## src/rtl/scan_pkg.sv

```systemverilog
// Shared types and constants for the multiplexed 2-digit scan scheduler.
// Optional build macro used by the top: LEADING_ZERO_BLANK_EN.
package scan_pkg;

   typedef enum logic [1:0] {
      BLANK0 = 2'd0,
      DIG0   = 2'd1,
      BLANK1 = 2'd2,
      DIG1   = 2'd3
   } scan_state_e;

   localparam logic [1:0] COM_OFF = 2'b00;
   localparam logic [1:0] COM_D0  = 2'b01;
   localparam logic [1:0] COM_D1  = 2'b10;

   // Never returns less than 1, so a counter always has at least one bit.
   function automatic int scan_clog2(input int v);
      int r;
      r = 0;
      while ((1 << r) < v) r++;
      return (r < 1) ? 1 : r;
   endfunction

endpackage

```

## src/rtl/scan_slot_timer.sv

```systemverilog
// Slot counter 0..SLOT-1 with wrap, plus end-of-blank and end-of-slot strobes.
module scan_slot_timer #(
   parameter int SLOT         = 10,
   parameter int BLANK_CYCLES = 2,
   parameter int CNT_W        = 4
) (
   input  logic             clk_i,
   input  logic             rst_i,
   output logic [CNT_W-1:0] cnt_o,
   output logic             slotEnd_o,
   output logic             blankEnd_o
);

   logic [CNT_W-1:0] cnt_q, cnt_d;

   always_comb begin
      slotEnd_o  = (cnt_q == CNT_W'(SLOT - 1));
      blankEnd_o = (cnt_q == CNT_W'(BLANK_CYCLES - 1));
      cnt_d      = slotEnd_o ? '0 : cnt_q + 1'b1;
      cnt_o      = cnt_q;
   end

   always_ff @(posedge clk_i) begin
      if (rst_i) cnt_q <= '0;
      else       cnt_q <= cnt_d;
   end

endmodule

```

## src/rtl/scan_display_scheduler.sv

```systemverilog
// Two-digit scan scheduler: blanked dead-time between digits, frame-aligned data commit.
// Build macro LEADING_ZERO_BLANK_EN suppresses the left digit while its code is zero.
module scan_display_scheduler
   import scan_pkg::*;
#(
   parameter int CLK_FREQ_HZ  = 50000000,
   parameter int SCAN_HZ      = 1000,
   parameter int BLANK_CYCLES = 500,
   parameter int DATA_W       = 4
) (
   input  logic              sysClk,
   input  logic              sysRst,
   input  logic [DATA_W-1:0] data1,
   input  logic [DATA_W-1:0] data2,
   input  logic              updReq,
   output logic              updAck,
   output logic [1:0]        COM,
   output logic [DATA_W-1:0] boundedData,
   output logic              blank,
   output logic              frameStart
);

   localparam int SLOT  = CLK_FREQ_HZ / SCAN_HZ;
   localparam int CNT_W = scan_clog2(SLOT);

   scan_state_e       state_q, state_d;
   logic [DATA_W-1:0] shadow1_q, shadow1_d;
   logic [DATA_W-1:0] shadow2_q, shadow2_d;
   logic [DATA_W-1:0] bd_q, bd_d;
   logic [CNT_W-1:0]  cnt;
   logic              slot_end, blank_end;
   logic              frame_bnd, load;
   logic              dig0_show_q, dig0_show_d;

   scan_slot_timer #(
      .SLOT         (SLOT),
      .BLANK_CYCLES (BLANK_CYCLES),
      .CNT_W        (CNT_W)
   ) u_timer (
      .clk_i      (sysClk),
      .rst_i      (sysRst),
      .cnt_o      (cnt),
      .slotEnd_o  (slot_end),
      .blankEnd_o (blank_end)
   );

`ifdef LEADING_ZERO_BLANK_EN
   assign dig0_show_q = |shadow1_q;
   assign dig0_show_d = |shadow1_d;
`else
   assign dig0_show_q = 1'b1;
   assign dig0_show_d = 1'b1;
`endif

   always_comb begin
      state_d = state_q;
      unique case (state_q)
         BLANK0:  if (blank_end) state_d = DIG0;
         DIG0:    if (slot_end)  state_d = BLANK1;
         BLANK1:  if (blank_end) state_d = DIG1;
         DIG1:    if (slot_end)  state_d = BLANK0;
         default: state_d = BLANK0;
      endcase

      // The ack must land in the boundary cycle itself, so it is qualified by the
      // live request; reset gating keeps both pulses quiet while reset is held.
      frame_bnd  = (state_q == BLANK0) && (cnt == '0);
      load       = frame_bnd && updReq && !sysRst;
      updAck     = load;
      frameStart = frame_bnd && !sysRst;

      shadow1_d = load ? data1 : shadow1_q;
      shadow2_d = load ? data2 : shadow2_q;

      bd_d = bd_q;
      if (state_d == DIG0 && dig0_show_d) bd_d = shadow1_d;
      else if (state_d == DIG1)           bd_d = shadow2_d;

      COM   = COM_OFF;
      blank = 1'b1;
      if (state_q == DIG0 && dig0_show_q) begin
         COM   = COM_D0;
         blank = 1'b0;
      end else if (state_q == DIG1) begin
         COM   = COM_D1;
         blank = 1'b0;
      end
      boundedData = bd_q;
   end

   always_ff @(posedge sysClk) begin
      if (sysRst) begin
         state_q   <= BLANK0;
         shadow1_q <= '0;
         shadow2_q <= '0;
         bd_q      <= '0;
      end else begin
         state_q   <= state_d;
         shadow1_q <= shadow1_d;
         shadow2_q <= shadow2_d;
         bd_q      <= bd_d;
      end
   end

endmodule
```

## config.mk

```make
export PLATFORM = sky130hd
export DESIGN_NAME = scan_display_scheduler
export DESIGN_NICKNAME = d
export VERILOG_FILES = /design/src/rtl/scan_pkg.sv /design/src/rtl/scan_slot_timer.sv /design/src/rtl/scan_display_scheduler.sv
export SDC_FILE = /design/constraint.sdc
export NUM_CORES = 1
export LEC_CHECK = 0
export ABC_AREA = 1
export BUFFER_PORTS_ARGS = -buffer_cell sky130_fd_sc_hd__buf_2
export CELL_PAD_IN_SITES_DETAIL_PLACEMENT = 1
export CELL_PAD_IN_SITES_GLOBAL_PLACEMENT = 1
export CORE_MARGIN = 4
export CORE_UTILIZATION = 37
export DETAILED_ROUTE_END_ITERATION = 16
export PLACE_DENSITY = 0.74
export SYNTH_ARGS = -nofsm -noshare
export SYNTH_HDL_FRONTEND = slang
export SYNTH_SLANG_ARGS = --single-unit
```

## constraint.sdc

```tcl
create_clock -name sysClk -period 1.5 [get_ports sysClk]
set_input_delay 0.15 -clock sysClk [delete_from_list [all_inputs] [get_ports sysClk]]
set_output_delay 0.15 -clock sysClk [all_outputs]
set_load 0.03 [all_outputs]
```

# --- Word level (Yosys, flattened, before mapping) ---
# Index checks and enable logic that the tools add are counted.
totals:
  mem_bits_rw: 0
  wordCells: 35
  ff_bits: 30
  romBits: 0
  latch_bits: 0
  out_inout_bits: 9
  memories: 0
  in_bits: 11
op_classes:
  magnitude_cmp: 0
  n_addsub: 1
  n_div: 0
  mul: 0
  n_reduce_logical: 9
  n_eq_ne: 7
  n_mux: 13
  shifts: 0
  bitwise_logic: 0
ops:
  columns: ["operator", "n"]
  rows:
  - ["16-bit by 1-bit adder with 16-bit output (second input constant)", 1]
  - ["16-bit equality test (second input constant)", 1]
  - ["16-bit by 9-bit equality test with 1-bit output (second input constant)", 1]
  - ["16-bit logical NOT", 1]
  - ["4-bit two-way mux", 4]
  - ["2-bit two-way mux", 6]
  - ["2-bit case mux with 4 select lines", 1]
  - ["2-bit equality test (second input constant)", 3]
  - ["2-bit by 1-bit equality test with 1-bit output (second input constant)", 2]
  - ["1-bit logical AND", 4]
  - ["2-bit logical NOT", 1]
  - ["1-bit two-way mux", 2]
  - ["2-bit nonzero test", 1]
  - ["2-bit OR reduction", 1]
  - ["1-bit logical NOT", 1]

# --- Longest topological paths before layout ---
# Gate-level depths: netlist (run 1).
depth:
  depth_word: 7
  depth_mapped: 12
  mapped_depth_nobuf: 12

# --- Cells and area by module ---
# From an unflattened synthesis (run 1), not the netlist that was laid out.
hier_totals:
  hier_cells: 251
  hier_area_um2: 1652.8
by_module_without_submodules:
  columns: ["mod", "cells_each", "area_each_um2", "seq_area_each_um2", "instances"]
  rows:
  - ["scan_slot_timer", 137, 888.4, 320.3, 1]
  - ["scan_display_scheduler", 114, 764.5, 280.3, 1]

# --- Worst setup path before layout (run 1) ---
# No wires, ideal clock.
synth_path:
  path_kind: "reg2reg"
  start: "register u_timer.cnt_q[0] (netlist: u_timer.cnt_o[0])"
  end: "register bd_q[0] (netlist: boundedData[0])"
  t_arrival_ns: 1.386
  path_slack_ns: 0.005
  setup_ns: 0.109
  stages_incl_launch_ff: 13
  cell_sequence: "dfxtp_1 -> ha_1 -> nand2_2 -> nor2_4 -> inv_4 -> nor2_8 -> nand3_4 -> nand2_4 -> nor2_4 -> nand2_2 -> nand3_2 -> nand2_1 -> inv_1"
synth_between:
  elab_chain_len: 7
  elab_cells_between_ends: 18
  cone_classes: "eq/ne: 4; mux: 9; reduce/logical: 5"
synth_rtl:
  columns: ["element", "line_no", "source"]
  rows:
  - ["start, declared", "scan_slot_timer.sv:14", "logic [CNT_W-1:0] cnt_q, cnt_d;"]
  - ["start signal, assigned", "scan_slot_timer.sv:25", "else cnt_q <= cnt_d;"]
  - ["parallel branches: the longest is 7 deep, another holds 16-bit equality test", null, null]
  - ["end signal, assigned", "scan_display_scheduler.sv:96", "bd_q <= '0;"]
  - ["end signal, assigned", "scan_display_scheduler.sv:101", "bd_q <= bd_d;"]
  - ["end, declared", "scan_display_scheduler.sv:29", "logic [DATA_W-1:0] bd_q, bd_d;"]
# Parallel ways; which one is timed is not known. The select of a mux whose other input is x is not followed.
# A chain may end at the register's enable or synchronous reset.

# --- Final worst setup path (run 1) ---
layout_path:
  start: "register u_timer.cnt_q[2] (netlist: u_timer.cnt_o[2])"
  end: "output port updAck"
layout_between:
  elab_chain_len: 4
layout_rtl:
  columns: ["element", "line_no", "source"]
  rows:
  - ["16-bit logical NOT", "scan_display_scheduler.sv:67", "frame_bnd = (state_q == BLANK0) && (cnt == '0);"]
  - ["1-bit logical AND", "scan_display_scheduler.sv:67", null]
  - ["1-bit logical AND (2 in series)", "scan_display_scheduler.sv:68", "load = frame_bnd && updReq && !sysRst;"]
  - ["end, declared", "scan_display_scheduler.sv:16", "output logic updAck,"]
# Every way passes these cells.

==> impl_metrics.yaml, run 1 <==
clocking:
  clk-insertion-delay-late_ps: 290
  clock_sinks: 30
  cts-buffers-inserted: 5
  cts_max_level: 2
  hold_buffers: 0
  path_clk_slew_ps: 80
  ctsLongestPathBuffers: 2
  clockRootBuffer: "clkbuf_8"
  cts_tree: "done"
route:
  firstDrtPassIters: 4
  route.detailed.drc: 0
  num_vias: 1591
  drt-total-wl_um: 4926
  ant_nets: 0
  wire_per_inst_um: 15.25
  drtIter0Drc: 48
  drt-vias-per-instance: 4.926
floorplanning:
  io_pins: 20
  die_h_um: 74.23
  core_um2: 4115
  num_rows: 23
  initial_core_util: 0.3943
  dieWidth_um: 74.23
  dieArea_um2: 5509
worst_setup_path:
  crit_required_ps: 1350
  crit_type: "reg2out"
  crit_arrival_ps: 1460
  critPathCaptureType: "output pin"
  critPathSlowestCell: "dfxtp_1"
  critPathMaxStageDelay_ps: 390
  reg2reg_slack_ps: -100
  crit_family: "simple AND/OR/NAND/NOR gates"
  worst_setup_path_start_kind: "register"
  reg2reg_to: "boundedData[0]"
  cp_max_fo: 6
  rr_worst_depth: 11
  cp_num_cells: 6
  path_buf_inv: 2
  worstPathCellList: "nor2_1, nand2_1, nor2_8, nand3_4, clkinv_4, buf_6"
  reg2reg_from: "u_timer.cnt_o[2]"
yosys:
  synth_seq_area_share: 0.3701
  yosys.cell_count.top_type: "nand2_1"
  netlist_instances: 217
  yosys_warnings: 0
  synth-main-ff-cell: "dfxtp_1"
  yosys-top-cells-count: "48 x nand2_1, 30 x dfxtp_1, 26 x inv_1"
  synthArstFlopShare: 0
  synth_area_per_cell_um2: 7.478
  synth_fp_nets: 230
  synth_edf_count: 0
  synth_top_cell_by_area: "dfxtp_1"
  synth_area_um2: 1623
  yosys.area.top_type_share: 0.3701
  ys_seq_elements: 30
  ys_top_cells_by_area: "dfxtp_1 37%, nand2_1 11%, inv_1 6.0%, nor2_1 5.1%, nand4_1 4.6%"
  ys_types: 32
finish:
  diodes: 0
  drive_gt1_frac: 0.4286
  syn_to_final_growth_pct: 40.71
  nNetsFinal: 285
  fillers: 525
worst_hold_path:
  min_to: "shadow1_q[3]"
  holdCritStartpoint: "data1[3]"
  min_path_type: "in2reg"
  hold_depth: 3
placed_design:
  place_ws_ps: -82.41
  dp.final_hpwl_um: 3339
  portBuffers: 19
  place.gp.congestion: 0.7998
grt:
  grt_first_pass_wirelength_um: 7907
  grt_start_max_net_pins: 17
  grt_pass1_vias: 1579
  gr-total-overflow: 0
  antenna_found_initial: 0
  grt_usage: 0.1926
sta:
  fin_crit_sh: 1.074
  fmax_ghz: 0.6205
  period_needed_ps: 1612
  setup_viol: 16
  hold_violations: 0
  rsz0062_at_grt: "true"
  fin_ws_ps: -111.7
  whs_ps: 153.9
  worst_slew_margin_rel: 0.7770
  worst_pin_slew_ps: 332.8
  drv_slew: 0
  fin_skew_ps: 15.55
run_status:
  outcome: "finished, violations left"
  violations: "negative setup slack"
pwr:
  power.leakage_uw: 0.001085
  ir_drop_mv: 0.5624
  powerDensity_nw_per_um2: 772.8
job:
  cap_violations: 0
worst min-delay path, stage by stage:
cell	delay, ps
buf_2	110
nand2_2	70
a21oi_1	70
cell type report:
| class | instances | area (um^2) | area share |
|---|---|---|---|
| tap | 50 | 62.56 | 0.02740 |
| timing repair buffer | 50 | 389.1 | 0.1704 |
| multi-input combinational | 151 | 992.2 | 0.4345 |
| clock inverter | 2 | 12.51 | 0.005479 |
| clock buffer | 6 | 82.58 | 0.03616 |
| sequential | 30 | 604.3 | 0.2647 |
| inverter | 34 | 140.1 | 0.06137 |
kinds of logic (layout without fill, tap and decap cells):
logic type / count (synthesis) / after routing / share of synthesized area
xor+xnor: 3 / 3 / 0.01619
buf+inv: 36 / 92 / 0.09020
fa+ha+maj: 2 / 2 / 0.01542
simple gates: 130 / 130 / 0.4534
compound gates: 16 / 16 / 0.05474
flops: 30 / 30 / 0.3701
power by group:
part	internal [uW]	leakage, uW	switching, uW
Clock	368	0.0000472	321
Sequential	817	0.000244	11.9
Combinational	116	0.000794	130
Total	1300	0.00109	463
flip-flops by register name (all words and copies together), names as in the netlist:
name	cells
shadow1_q	4
state_q	2
shadow2_q	4
u_timer.cnt_o	16
boundedData	4
timing repair:
action                                  CTS  global route
resized for setup                        34            18
pin swaps                                10            12
buffers inserted                          9             4
endpoints found under the setup margin   22            25
how the worst max path moves through the flow:
stage / from / end
floorplan: u_timer.cnt_o[0] / boundedData[0]
global placement: u_timer.cnt_o[0] / u_timer.cnt_o[2]
detailed placement: u_timer.cnt_o[0] / boundedData[0]
CTS: u_timer.cnt_o[0] / frameStart
global route: u_timer.cnt_o[1] / boundedData[0]
finish: u_timer.cnt_o[2] / updAck
metal layers:
layer | GRT usage | routed length [um] | up-vias
li1 | - | - | 804
met1 | 0.2586 | 2333 | 764
met2 | 0.3110 | 2401 | 17
met3 | 0.04459 | 107 | 6
met4 | 0.05336 | 82 | 0
met5 | 0 | 0 | -
placed cells by master, fill, tap and decap left out, types with 2 or more instances in the layout:
cell	n
and3_1	5
buf_4	18
nand4_1	12
nand2_4	4
clkbuf_8	6
o21ai_0	3
inv_1	23
buf_2	17
nor2_8	2
nand2_2	12
nor3b_2	2
inv_2	7
nand3_2	5
nor2_2	4
nand3_4	4
xor2_1	2
nand2_1	40
inv_4	3
nor2_1	21
dfxtp_1	27
buf_6	15
a21oi_1	8
nor2_4	6
nand3_1	9
ha_4	2
dfxtp_2	3
metrics by stage:
| step | util | power, uW | setup TNS, ps | cells | instance area [um^2] |
|---|---|---|---|---|---|
| floorplan | - | 936.8 | 0 | 217 | 1623 |
| global placement | 0.4637 | 995.2 | -200.6 | 303 | 1908 |
| detailed placement | 0.4637 | 999.2 | -1088 | 303 | 1908 |
| CTS | 0.5327 | 1747 | -259.2 | 320 | 2192 |
| global route | 0.5549 | 1832 | -2945 | 323 | 2283 |
| finish | 0.5549 | 1765 | -702.1 | 323 | 2283 |
(Power assumes the default switching activity.)
==> inputs of run 2 (changes only) <==
--- a/config.mk
+++ b/config.mk
@@ -7,10 +7,8 @@
 export LEC_CHECK = 0
 export ABC_AREA = 1
 export BUFFER_PORTS_ARGS = -buffer_cell sky130_fd_sc_hd__buf_2
-export CELL_PAD_IN_SITES_DETAIL_PLACEMENT = 1
-export CELL_PAD_IN_SITES_GLOBAL_PLACEMENT = 1
 export CORE_MARGIN = 4
-export CORE_UTILIZATION = 37
+export CORE_UTILIZATION = 51
 export DETAILED_ROUTE_END_ITERATION = 16
 export PLACE_DENSITY = 0.74
 export SYNTH_ARGS = -nofsm -noshare
==> run 2 against run 1 <==
Net effect:
- the flow still finishes with violations (negative setup slack)
- first-iteration DRC count rose to 3.1 times the previous value
- power down 13%
- die area down 25%
- register-to-register slack better by 90 ps
- fmax up 2.9%
- worst hold slack worse by 100 ps
==> impl_metrics.yaml, run 2 (same netlist as run 1, synthesis figures left out) <==
grt:
  grt_usage: 0.2070
  antenna_found_initial: 0
  grt_start_max_net_pins: 17
  gr-total-overflow: 0
  grt_first_pass_wirelength_um: 6561
  grt_pass1_vias: 1448
clocking:
  ctsLongestPathBuffers: 2
  cts_max_level: 2
  cts_tree: "done"
  path_clk_slew_ps: 100
  clockRootBuffer: "clkbuf_4"
  hold_buffers: 0
  clock_sinks: 30
  cts-buffers-inserted: 5
  clk-insertion-delay-late_ps: 330
finish:
  syn_to_final_growth_pct: 30.61
  fillers: 260
  final_core_util: 0.6943
  drive_gt1_frac: 0.4340
  diodes: 0
  final_common_cell: "nand2_1"
  largest_register_ffs: 16
  mostFrequentLayoutCells: "41 x nand2_1, 23 x inv_1, 21 x buf_4"
  nNetsFinal: 277
sta:
  drv_slew: 0
  hold_violations: 0
  fin_crit_sh: 1.044
  period_needed_ps: 1566
  rsz0062_at_grt: "true"
  setup_viol: 3
  worst_slew_margin_rel: 0.8144
  fin_ws_ps: -65.72
  fin_skew_ps: 7.115
  worst_pin_slew_ps: 276.9
  whs_ps: 52.12
  tns_ps: -119.1
  fmax_ghz: 0.6387
route:
  drtIter0Drc: 150
  wire_per_inst_um: 12.18
  route.detailed.drc: 0
  firstDrtPassIters: 4
  drt-vias-per-instance: 4.942
  ant_nets: 0
  num_vias: 1527
  drt-total-wl_um: 3765
worst_setup_path:
  crit_arrival_ps: 1420
  path_buf_inv: 3
  critPathCaptureType: "output pin"
  crit_family: "simple AND/OR/NAND/NOR gates"
  reg2reg_slack_ps: -10
  crit_type: "reg2out"
  worstPathCellList: "nor2_1, nand3_4, nor2_4, buf_6, nand2_2, inv_2, buf_6"
  crit_required_ps: 1350
  cp_max_fo: 2
  crit_path_frequent_cell: "buf_6"
  critPathMaxStageDelay_ps: 330
  critPathSlowestCell: "dfxtp_1"
  worst_setup_path_start_kind: "register"
floorplanning:
  initial_core_util: 0.5316
  dieWidth_um: 64.41
  core_um2: 3053
  io_pins: 20
  die_h_um: 64.41
  num_rows: 20
  dieArea_um2: 4149
run_status:
  violations: "negative setup slack"
  outcome: "finished, violations left"
placed_design:
  place.gp.congestion: 0.8230
  portBuffers: 19
  dp.final_hpwl_um: 2545
worst_hold_path:
  min_path_type: "in2reg"
pwr:
  ir_drop_mv: 0.5369
  power.leakage_uw: 0.001004
  powerDensity_nw_per_um2: 720.5
job:
  cap_violations: 0
==> run 2: changes by cell type in the layout (fill, tap and decap cells not counted), sizes merged <==
cell,delta
clkinvlp,-1
clkbuf,+2
buf,-9
==> run 2: what timing repair did <==
action                                  in CTS  in global routing
pin swaps                                    7                  4
buffers inserted                             9                  1
gates resized for setup                     30                 18
endpoints found under the setup margin      22                 25
endpoints found under the hold margin        0                  0
==> run 2: routing by layer <==
layer,global-route usage,wire length (um),vias to the layer above
li1,-,-,795
met1,0.2592,1748,687
met2,0.3222,1743,34
met3,0.04506,139,11
met4,0.1293,133,0
met5,0,0,-
==> run 2: path summary, 6_finish.rpt <==
path | start | endpoint | depth (start not counted)
worst max-delay path | state_q[0] | frameStart | 7
worst max register to register | u_timer.cnt_o[13] | boundedData[3] | 10
worst min register to register | shadow2_q[0] | shadow2_q[0] | 2
worst min-delay path | sysRst | state_q[1] | 2
==> run 2: final cells by class <==
class                      count  area (um^2)  area share
sequential                    30        623.1      0.2940
tap                           44        55.05     0.02597
clock buffer                   7        55.05     0.02597
clock inverter                 1        5.005    0.002361
multi-input combinational    151        955.9      0.4510
inverter                      34        135.1     0.06375
timing repair buffer          42        290.3      0.1370
==> run 2: power by group <==
part	leakage [uW]	total, uW	switching, uW	internal [uW]
Clock	0.0000353	507	280	227
Combinational	0.000719	197	106	91.3
Sequential	0.000250	823	10.4	813
==> run 2: metrics by stage <==
stage / cell area (um^2) / std cells / worst slack [ps] / total power, uW
after floorplan: 1623 / 217 / 4.738 / 936.8
after global placement: 1856 / 291 / -79.99 / 989.4
after detailed placement: 1856 / 291 / -95.95 / 991.6
after CTS: 2068 / 308 / -75.20 / 1533
after global routing: 2120 / 309 / -131.5 / 1597
final: 2120 / 309 / -65.72 / 1527
==> run 2: worst reg2reg max path, delay by kind of cell, from the launching register on <==
kind / cells / cell delay [ps]
buf+inv: 1 / 160
flops: 1 / 350
simple gates: 9 / 950
